==> src/rtl/reg_lock_arbiter.sv <==
// reg_lock_arbiter
// Two requesters compete for write sessions on one protected register. A
// session opens only after the winning requester's key matches UNLOCK_KEY.
// Repeated bad keys drive the block into a terminal lockdown that only
// resetn can clear.
//
// Optional feature: define REG_LOCK_TIMEOUT_EN to cap each OPEN session at
// TIMEOUT cycles. A timed-out owner may not be granted again until its
// request has dropped low at least once. Without the macro, a session stays
// open for as long as the owner holds its request, and TIMEOUT is only
// range-checked.

module reg_lock_arbiter #(
   parameter int         DATA_W     = 8,
   parameter logic [7:0] UNLOCK_KEY = 8'hA5,
   parameter int         MAX_FAIL   = 3,
   parameter int         TIMEOUT    = 16
) (
   input  logic              clk,
   input  logic              resetn,
   input  logic [1:0]        req,
   input  logic [7:0]        key0,
   input  logic [7:0]        key1,
   input  logic [1:0]        wr_en,
   input  logic [DATA_W-1:0] wr_data0,
   input  logic [DATA_W-1:0] wr_data1,
   output logic [1:0]        gnt,
   output logic              locked,
   output logic              deny,
   output logic              lockdown,
   output logic [DATA_W-1:0] data_q
);

   typedef enum logic [1:0] {
      IDLE     = 2'd0,
      CHECK    = 2'd1,
      OPEN     = 2'd2,
      LOCKDOWN = 2'd3
   } state_t;

   localparam logic [2:0] MAX_FAIL_C = 3'(MAX_FAIL);

   state_t            state_q, state_d;
   logic              owner_q, owner_d;
   logic [7:0]        key_q, key_d;
   logic [2:0]        fail_cnt_q, fail_cnt_d;
   logic              rr_q, rr_d;
   logic [DATA_W-1:0] data_d;

   logic [1:0]        eligible;
   logic              sel;
   logic              key_ok;
   logic [2:0]        fail_inc;
   logic              fail_limit;

`ifdef REG_LOCK_TIMEOUT_EN
   localparam logic [7:0] TIMEOUT_LAST = 8'(TIMEOUT - 1);

   logic [7:0]        tmo_cnt_q, tmo_cnt_d;
   logic [1:0]        blocked_q, blocked_d;
`endif

   // Reject parameter values the counters cannot represent.
   if (MAX_FAIL < 1 || MAX_FAIL > 7) begin : g_bad_max_fail
      $error("reg_lock_arbiter: MAX_FAIL must be in 1..7");
   end
   if (TIMEOUT < 2 || TIMEOUT > 255) begin : g_bad_timeout
      $error("reg_lock_arbiter: TIMEOUT must be in 2..255");
   end

   // Work out which requesters may win arbitration and how a key check ends.
   always_comb begin
`ifdef REG_LOCK_TIMEOUT_EN
      eligible = req & ~blocked_q;
`else
      eligible = req;
`endif
      if (eligible == 2'b11) begin
         sel = rr_q;
      end else begin
         sel = eligible[1];
      end
      key_ok     = (key_q == UNLOCK_KEY);
      fail_inc   = (fail_cnt_q == 3'd7) ? 3'd7 : fail_cnt_q + 3'd1;
      fail_limit = (fail_inc == MAX_FAIL_C);
   end

   // Session state machine: next state, register update and outputs.
   always_comb begin
      state_d    = state_q;
      owner_d    = owner_q;
      key_d      = key_q;
      fail_cnt_d = fail_cnt_q;
      rr_d       = rr_q;
      data_d     = data_q;
      gnt        = 2'b00;
      locked     = 1'b1;
      deny       = 1'b0;
      lockdown   = 1'b0;
`ifdef REG_LOCK_TIMEOUT_EN
      tmo_cnt_d  = tmo_cnt_q;
      blocked_d  = blocked_q & req;
`endif

      case (state_q)
         IDLE: begin
            if (|eligible) begin
               owner_d = sel;
               key_d   = sel ? key1 : key0;
               state_d = CHECK;
            end
         end

         CHECK: begin
            if (key_ok) begin
               state_d    = OPEN;
               fail_cnt_d = 3'd0;
`ifdef REG_LOCK_TIMEOUT_EN
               tmo_cnt_d  = 8'd0;
`endif
            end else begin
               deny       = 1'b1;
               fail_cnt_d = fail_inc;
               state_d    = fail_limit ? LOCKDOWN : IDLE;
            end
         end

         OPEN: begin
            gnt    = owner_q ? 2'b10 : 2'b01;
            locked = 1'b0;
`ifdef REG_LOCK_TIMEOUT_EN
            tmo_cnt_d = tmo_cnt_q + 8'd1;
`endif
            if (!req[owner_q]) begin
               state_d = IDLE;
               rr_d    = ~owner_q;
            end else begin
               if (wr_en[owner_q]) begin
                  data_d = owner_q ? wr_data1 : wr_data0;
               end
`ifdef REG_LOCK_TIMEOUT_EN
               if (tmo_cnt_q == TIMEOUT_LAST) begin
                  state_d            = IDLE;
                  rr_d               = ~owner_q;
                  blocked_d[owner_q] = 1'b1;
               end
`endif
            end
         end

         LOCKDOWN: begin
            lockdown = 1'b1;
         end

         default: begin
            state_d = IDLE;
         end
      endcase
   end

   // Register the session state and the protected data; reset discards everything.
   always_ff @(posedge clk or negedge resetn) begin
      if (!resetn) begin
         state_q    <= IDLE;
         owner_q    <= 1'b0;
         key_q      <= 8'd0;
         fail_cnt_q <= 3'd0;
         rr_q       <= 1'b0;
         data_q     <= '0;
      end else begin
         state_q    <= state_d;
         owner_q    <= owner_d;
         key_q      <= key_d;
         fail_cnt_q <= fail_cnt_d;
         rr_q       <= rr_d;
         data_q     <= data_d;
      end
   end

`ifdef REG_LOCK_TIMEOUT_EN
   // Track cycles spent OPEN and which requesters are barred after a timeout.
   always_ff @(posedge clk or negedge resetn) begin
      if (!resetn) begin
         tmo_cnt_q <= 8'd0;
         blocked_q <= 2'b00;
      end else begin
         tmo_cnt_q <= tmo_cnt_d;
         blocked_q <= blocked_d;
      end
   end
`endif

endmodule

==> config.mk <==
export PLATFORM = sky130hd
export DESIGN_NAME = reg_lock_arbiter
export DESIGN_NICKNAME = d
export VERILOG_FILES = /design/src/rtl/reg_lock_arbiter.sv
export SDC_FILE = /design/constraint.sdc
export NUM_CORES = 1
export LEC_CHECK = 0
export BUFFER_PORTS_ARGS = -buffer_cell sky130_fd_sc_hd__buf_2
export CAP_MARGIN = 20
export CORE_ASPECT_RATIO = 1.25
export CORE_UTILIZATION = 40
export CTS_CLUSTER_DIAMETER = 30
export DETAILED_ROUTE_END_ITERATION = 6
export PLACE_DENSITY = 0.71
export SLEW_MARGIN = 20
export SYNTH_ARGS = -nofsm -noshare
export SYNTH_HDL_FRONTEND = slang
export SYNTH_SLANG_ARGS = --single-unit
export TNS_END_PERCENT = 1
==> constraint.sdc <==
create_clock -name clk -period 1.6 [get_ports clk]
set_input_delay 0.24 -clock clk [delete_from_list [all_inputs] [get_ports clk]]
set_output_delay 0.24 -clock clk [all_outputs]
set_load 0.01 [all_outputs]
-- Word-level counts from Yosys, hierarchy flattened
Index checks and enable logic that the tools add are counted.
- bits in registers: 23
- bits of input ports: 38
- output and inout port bits: 13
- logic and storage cells: 46
- add/subtract/negate cells: 1
- magnitude comparators: 1
- eq/ne operators: 9
- mux-type cells: 20
- bitwise logic cells: 2
- reduce and logical (&&, ||, !) cells: 7
- operators by type and width (kind ; count):
    $mux 8 ; 2
    $mux 2 ; 6
    $mux 1 ; 9
    $eq 8x8->1 const B ; 1
    $eq 2x2->1 const B ; 3
    $mux 3 ; 2
    $pmux 2 s3 ; 1
    $reduce_and 3->1 ; 2
    $ne 2x2->1 const B ; 2
    $reduce_and 2->1 ; 2
    $add 3x1->3 const B ; 1
    $eq 3x2->1 const B ; 1
    $eq 3x3->1 const B ; 1
    $reduce_bool 3->1 ; 1
    $eq 2x1->1 const B ; 1
    $logic_not 2->1 ; 1
    $lt 1x2->1 const B ; 1
    $not 1->1 ; 2
    $reduce_or 2->1 ; 1

-- Logic depth before layout (Yosys ltp)
Gate-level depths: netlist (run 1).
- depth in word-level cells: 6
- gate-level depth with buffers: 6

-- Least setup slack after synthesis (run 1)
Ideal clock, no wire load.
- path type: register to register
- from: register state_q[0]
- to: register state_q[1]
- library setup time: 0.128 ns
- data arrival time: 1.447 ns
- required time: 1.472 ns
- setup slack: 0.026 ns
- stages on the path, launching flop included: 6
- path buffers: 0
- cells stage by stage: dfrtp_1 > inv_1 > ha_1 > nor2_2 > a221oi_2 > mux2_1
- cells in the longest elaborated chain, start to end: 3
- ends and longest elaborated chain (what ; line ; RTL):
    start: declaration ; 43 ; state_t state_q, state_d;
    start signal: assignment ; 171 ; state_q <= state_d;
    $eq 2x2->1 (tied with other cells) ; 105 ; case (state_q)
    $ne 2x2->1 (no source line) or $reduce_bool 3->1 (tied branches) ; - ;
    $reduce_and 3->1 (no source line) ; - ;
Several ways; a longest one is shown, not always the timed one.
A chain may end at the register's enable or synchronous reset.

-- Worst setup path after layout (run 1)
- from: register state_q[1]
- to: output port deny
- cells in the longest elaborated chain, start to end: 2
- ends and longest elaborated chain (what ; line ; RTL):
    $eq 2x1->1 ; 105 ;
    $mux 1 ; 105 ;
    end: declaration ; 29 ; output logic deny,
Every way passes these cells.

==> impl_metrics.ini, run 1 <==
[synthesis]
syn-cell-area_um2 = 1260
yosysSeqAreaShare = 0.455
synth_seq_cells = 23
synth_compound_area_frac = 0.160
synth_mux_area_frac = 0.152
syn_avg_cell_area_um2 = 10.2
synth_edf_count = 0
synth_top_family_by_area = compound AO/OA/AOI/OAI gates
syn_nets = 167
synth_cell_types = 27
synth-simple-area-share = 0.136
yosysWarnings = 0
synth_cells = 124
synth_ff_type = dfrtp_1
synthArstFlopShare = 1.00
synth-xor-area-share = 0
synth_fa_ha_area_frac = 0.0495

[power]
p_sw_w = 0.000930
p_int_w = 0.00150
p_clk_frac = 0.115
swShare = 0.384
power.total_w = 0.00243
ir_worst_vdd_v = 0.000878
pwr_density_cell_nw_per_um2 = 1390
power_leakage_nw = 0.885
p_seq_frac = 0.389
combPwrFrac = 0.496

[sta]
fin_crit_sh = 1.01
fin_ws_ns = -0.0192
tightest_slew_ns = 0.610
setup_viol = 2
skew_ns = 0.00134
relSlewSlack = 0.593
rsz0062_at_grt = yes
fin_crit_ns = 1.62
hold_violations = 0
finalSetupTns_ns = -0.0205
finalMaxSlewViolations = 0
fmax_mhz = 618

[job]
maxCapViolations = 0

[clocking]
clkLatencyLatePin_ns = 0.31
cts_root_buf = clkbuf_4
cts.sink_count = 23
clockBufferDepth = 2
clk_pin_slew_ns = 0.13
cts_inserted_buffers = 3
cts_tree = built
cts_max_level = 1

[min_path]
min_path_type = input port to flip-flop

[route]
first_iter_violations = 14
vias_per_cell = 4.99
ant_nets = 0
wl_um = 2900
dr.pass1.iters = 4
drc_errors = 0
routedWlPerCell_um = 12.9
dr_total_vias = 1118

[grt]
grtUsageMet2 = 0.340
antenna_found_initial = 0
grt_pass1_vias = 1137
grt_pass1_wl_um = 4790
grt.busiest_layer = met2
grt_util_all_layers = 0.188
grt_start_max_net_pins = 24
grtUsageMet3 = 0.0469
grt_overflow = 0
grt_util_met1 = 0.207

[cells_and_area]
final_common_cell = buf_2
final_layout_size_suffix_gt1_frac = 0.495
most-common-layout-cells = 49 x buf_2, 21 x dfrtp_1, 20 x nand2_1
antenna_cells = 0
nets = 232
syn_to_final_growth_pct = 38.0

[placed_design]
port_buffers = 50
place_hpwl_um = 2080
gp_congestion = 0.782

[floorplanning]
dieArea_um2 = 3390
die_w_um = 52.3
start_util = 0.426
boundaryPins = 51
coreArea_um2 = 2970
rows = 22
die_height_um = 64.9

[critical_path]
end_kind = output pin
required_ns = 1.36
cp.arrival_ns = 1.38
critical_path_class = flip-flop to output pin
cp_max_fo = 8
cp-start-kind = flip-flop

[status]
status = finished, violations left
violations = setup timing
[through the flow]
step / utilization / std cells / instance area [um2] / hold slack [ns] / setup slack [ns]
6_report: 0.587 / 224 / 1750 / 0.185 / -0.0192
5_1_grt: 0.587 / 224 / 1750 / 0.166 / -0.0834
4_1_cts: 0.559 / 221 / 1660 / 0.182 / -0.0351
3_5_place_dp: 0.520 / 208 / 1550 / 0.243 / 0.0120
3_3_place_gp: 0.520 / 208 / 1550 / 0.236 / 0.104
2_1_floorplan: - / 124 / 1260 / -0.0556 / 0.0258
[repair_timing]
action | CTS | global route
endpoints found under the setup margin | 5 | 8
pin swaps | 2 | 4
gates resized for setup | 7 | 16
hold buffers | 1 | 0
hold endpoints to repair | 23 | 0
setup buffers | 8 | 3
[worst max-delay path: stages, from the launching register on]
cell and delay (ns):
dfrtp_2 0.44, inv_2 0.07, ha_4 0.16, buf_6 0.12, and2_1 0.14, buf_2 0.13
[synthesized netlist by cell type, types with 3 or more instances]
cell | instances | area, um2
mux2i_1 | 17 | 170
dfrtp_1 | 23 | 576
o21ai_1 | 17 | 85.1
o21ai_0 | 3 | 15.0
nand2_1 | 21 | 78.8
inv_1 | 5 | 18.8
a21oi_1 | 5 | 25.0
ha_1 | 5 | 62.6
buf_2 | 3 | 15.0
[power by group through the flow]
stage	registers, W	logic, W	clock network [W]
2_1_floorplan	0.000916	0.000728	0
3_3_place_gp	0.000916	0.000929	0
3_5_place_dp	0.000932	0.000980	0
4_1_cts	0.000922	0.00108	0.000286
5_1_grt	0.000971	0.00133	0.000317
6_report	0.000943	0.00120	0.000278
[flip-flops by register name, indices dropped and copies added, names as in the netlist]
register    count
data_q          8
fail_cnt_q      3
key_q           8
owner_q         1
rr_q            1
state_q         2
[kinds of logic after synthesis]
kind of cell    Yosys count
compound gates           32
fa+ha+maj                 5
buf+inv                  11
flops                    23
mux                      19
simple gates             34
[final timing paths]
path / startpoint / endpoint / slack [ns] / depth (start not counted)
setup / recovery: state_q[1]$_DFFE_PN0P_ / deny / -0.02 / 5
max in group asynchronous: resetn / state_q[1]$_DFFE_PN0P_ / 0.83 / 2
hold / removal: key1[4] / key_q[4]$_DFFE_PN0P_ / 0.19 / 3
setup reg to reg: state_q[0]$_DFFE_PN0P_ / state_q[1]$_DFFE_PN0P_ / 0.04 / 6
hold reg to reg: key_q[2]$_DFFE_PN0P_ / key_q[2]$_DFFE_PN0P_ / 0.50 / 2
min in group asynchronous: resetn / data_q[7]$_DFFE_PN0P_ / 0.41 / 2
[per-layer routing]
metal | share of wire | vias to the layer above | routed length, um
met3 | 0.040 | 4 | 115
met1 | 0.39 | 525 | 1140
met5 | 0 | - | 0
met4 | 0.017 | 0 | 49
met2 | 0.55 | 27 | 1590
li1 | - | 562 | -
[cell type report]
type	count	area, um2
inverter	6	25.0
clock inverter	1	7.51
timing repair buffer	65	383
multi-input combinational	90	684
fill	261	1230
tap	36	45.0
sequential	23	578
clock buffer	3	22.5
(Power assumes the default switching activity.)
==> run 2, diff against run 1 <==
--- a/config.mk
+++ b/config.mk
@@ -11,7 +11,9 @@
 export CORE_UTILIZATION = 40
 export CTS_CLUSTER_DIAMETER = 30
 export DETAILED_ROUTE_END_ITERATION = 6
-export PLACE_DENSITY = 0.71
+export MAX_ROUTING_LAYER = met4
+export PLACE_DENSITY = 0.68
+export SETUP_SLACK_MARGIN = 0.05
 export SLEW_MARGIN = 20
 export SYNTH_ARGS = -nofsm -noshare
 export SYNTH_HDL_FRONTEND = slang
==> constraint.sdc (replaced) <==
create_clock -name clk -period 1.85 [get_ports clk]
set_input_delay 0.2775 -clock clk [delete_from_list [all_inputs] [get_ports clk]]
set_output_delay 0.2775 -clock clk [all_outputs]
set_load 0.01 [all_outputs]
==> impl_metrics.ini, run 2 (same netlist as run 1, synthesis figures left out) <==
[power]
ir_worst_vdd_v = 0.000604
power.total_w = 0.00187
pwr_density_cell_nw_per_um2 = 1180
power_leakage_nw = 0.825

[critical_path]
cp-start-kind = flip-flop
required_ns = 1.57
r2r_slack_ns = 0.18
cp.arrival_ns = 1.48
end_kind = output pin
cp_max_fo = 8
critical_path_class = flip-flop to output pin

[clocking]
cts_max_level = 1
cts_inserted_buffers = 3
cts_root_buf = clkbuf_4
post_cts_buffers = 0
clkLatencyLatePin_ns = 0.30
clockBufferDepth = 2
cts_tree = built
cts.sink_count = 23
clk_pin_slew_ns = 0.12

[floorplanning]
boundaryPins = 51
die_height_um = 64.9
start_util = 0.426
dieArea_um2 = 3390
rows = 22
coreArea_um2 = 2970
die_w_um = 52.3

[grt]
grt_overflow = 0
grt_pass1_vias = 982
grt_start_max_net_pins = 24
grt_pass1_wl_um = 4460
grt_util_all_layers = 0.181
antenna_found_initial = 0

[route]
routedWlPerCell_um = 12.6
wl_um = 2670
first_iter_violations = 7
ant_nets = 0
dr_total_vias = 1047
vias_per_cell = 4.94
dr.pass1.iters = 4
drc_errors = 0

[cells_and_area]
final_common_cell = buf_2
multi_input_area_um2 = 642
fillers = 285
syn_to_final_growth_pct = 25.4
antenna_cells = 0
final_layout_size_suffix_gt1_frac = 0.375
layoutNonFillerInstCount = 212
final_cell_area_um2 = 1590
nets = 220
most-common-layout-cells = 50 x buf_2, 23 x dfrtp_1, 21 x nand2_1
regArea_um2 = 576
reg_top3 = data_q x8, key_q x8, fail_cnt_q x3

[sta]
tightest_slew_ns = 0.591
fin_crit_ns = 1.76
rsz0062_at_grt = yes
fin_crit_sh = 0.951
fmax_mhz = 568
whs_ns = 0.239
relSlewSlack = 0.606
finalSetupTns_ns = 0
finalMaxSlewViolations = 0
hold_violations = 0
setup_viol = 0
skew_ns = 0.00141

[min_path]
min_path_type = input port to flip-flop

[placed_design]
gp_congestion = 0.784
port_buffers = 50
placed_area_um2 = 1540
place_hpwl_um = 2130
dp.cells = 207

[job]
maxCapViolations = 0

[status]
status = finished clean
run 2: cell count changes in the layout (fill, tap and decap cells not counted), moves of 3 or more:
cell / delta
buf_4: -9
buf_6: -4
inv_1: +4
inv_2: -3
run 2: report_power, final:
group / switching [W] / total [W] / leakage (nW) / internal [W]
Combinational: 0.000435 / 0.000827 / 0.523 / 0.000391
Sequential: 0.000130 / 0.000813 / 0.287 / 0.000683
Clock: 0.000144 / 0.000228 / 0.0150 / 0.0000840
Total: 0.000710 / 0.00187 / 0.825 / 0.00116
run 2: stage by stage:
step / utilization / worst slack (ns)
3_5_place_dp: 0.517 / 0.128
5_1_grt: 0.534 / 0.0131
3_3_place_gp: 0.517 / 0.224
2_1_floorplan: - / 0.276
4_1_cts: 0.530 / 0.101
6_report: 0.534 / 0.0899
run 2: path summary, 6_finish.rpt:
kind | startpoint | cells after the start | end
setup / recovery | state_q[1]$_DFFE_PN0P_ | 5 | deny
hold / removal | key1[4] | 3 | key_q[4]$_DFFE_PN0P_
setup reg to reg | state_q[0]$_DFFE_PN0P_ | 5 | state_q[1]$_DFFE_PN0P_
hold reg to reg | key_q[2]$_DFFE_PN0P_ | 2 | key_q[2]$_DFFE_PN0P_
max in group asynchronous | resetn | 2 | fail_cnt_q[2]$_DFFE_PN0P_
min in group asynchronous | resetn | 2 | data_q[7]$_DFFE_PN0P_
run 2: metal layers:
metal | vias to the layer above | share of wire | GRT usage
li1 | 539 | - | -
met1 | 487 | 0.42 | 0.226
met2 | 19 | 0.54 | 0.294
met3 | 2 | 0.024 | 0.0141
met4 | 0 | 0.010 | 0.0789
met5 | - | 0 | -
run 2: layout make-up:
cell class,instances,area share
flip-flops and latches,23,0.363
repair buffers,53,0.174
clock buffers,4,0.0166
inverters,6,0.0142
well taps,36,0.0284
multi-input cells,90,0.405
run 2: critical path, cell delays in order (launching register included):
cell and delay, ns:
dfrtp_1 0.45, inv_1 0.09, ha_1 0.21, buf_4 0.17, and2_1 0.13, buf_2 0.13
run 2: what timing repair did:
item                       CTS  global route
hold endpoints to repair    23             0
hold buffers                 1             0
setup endpoints to repair    1             3
resized for setup            1             1
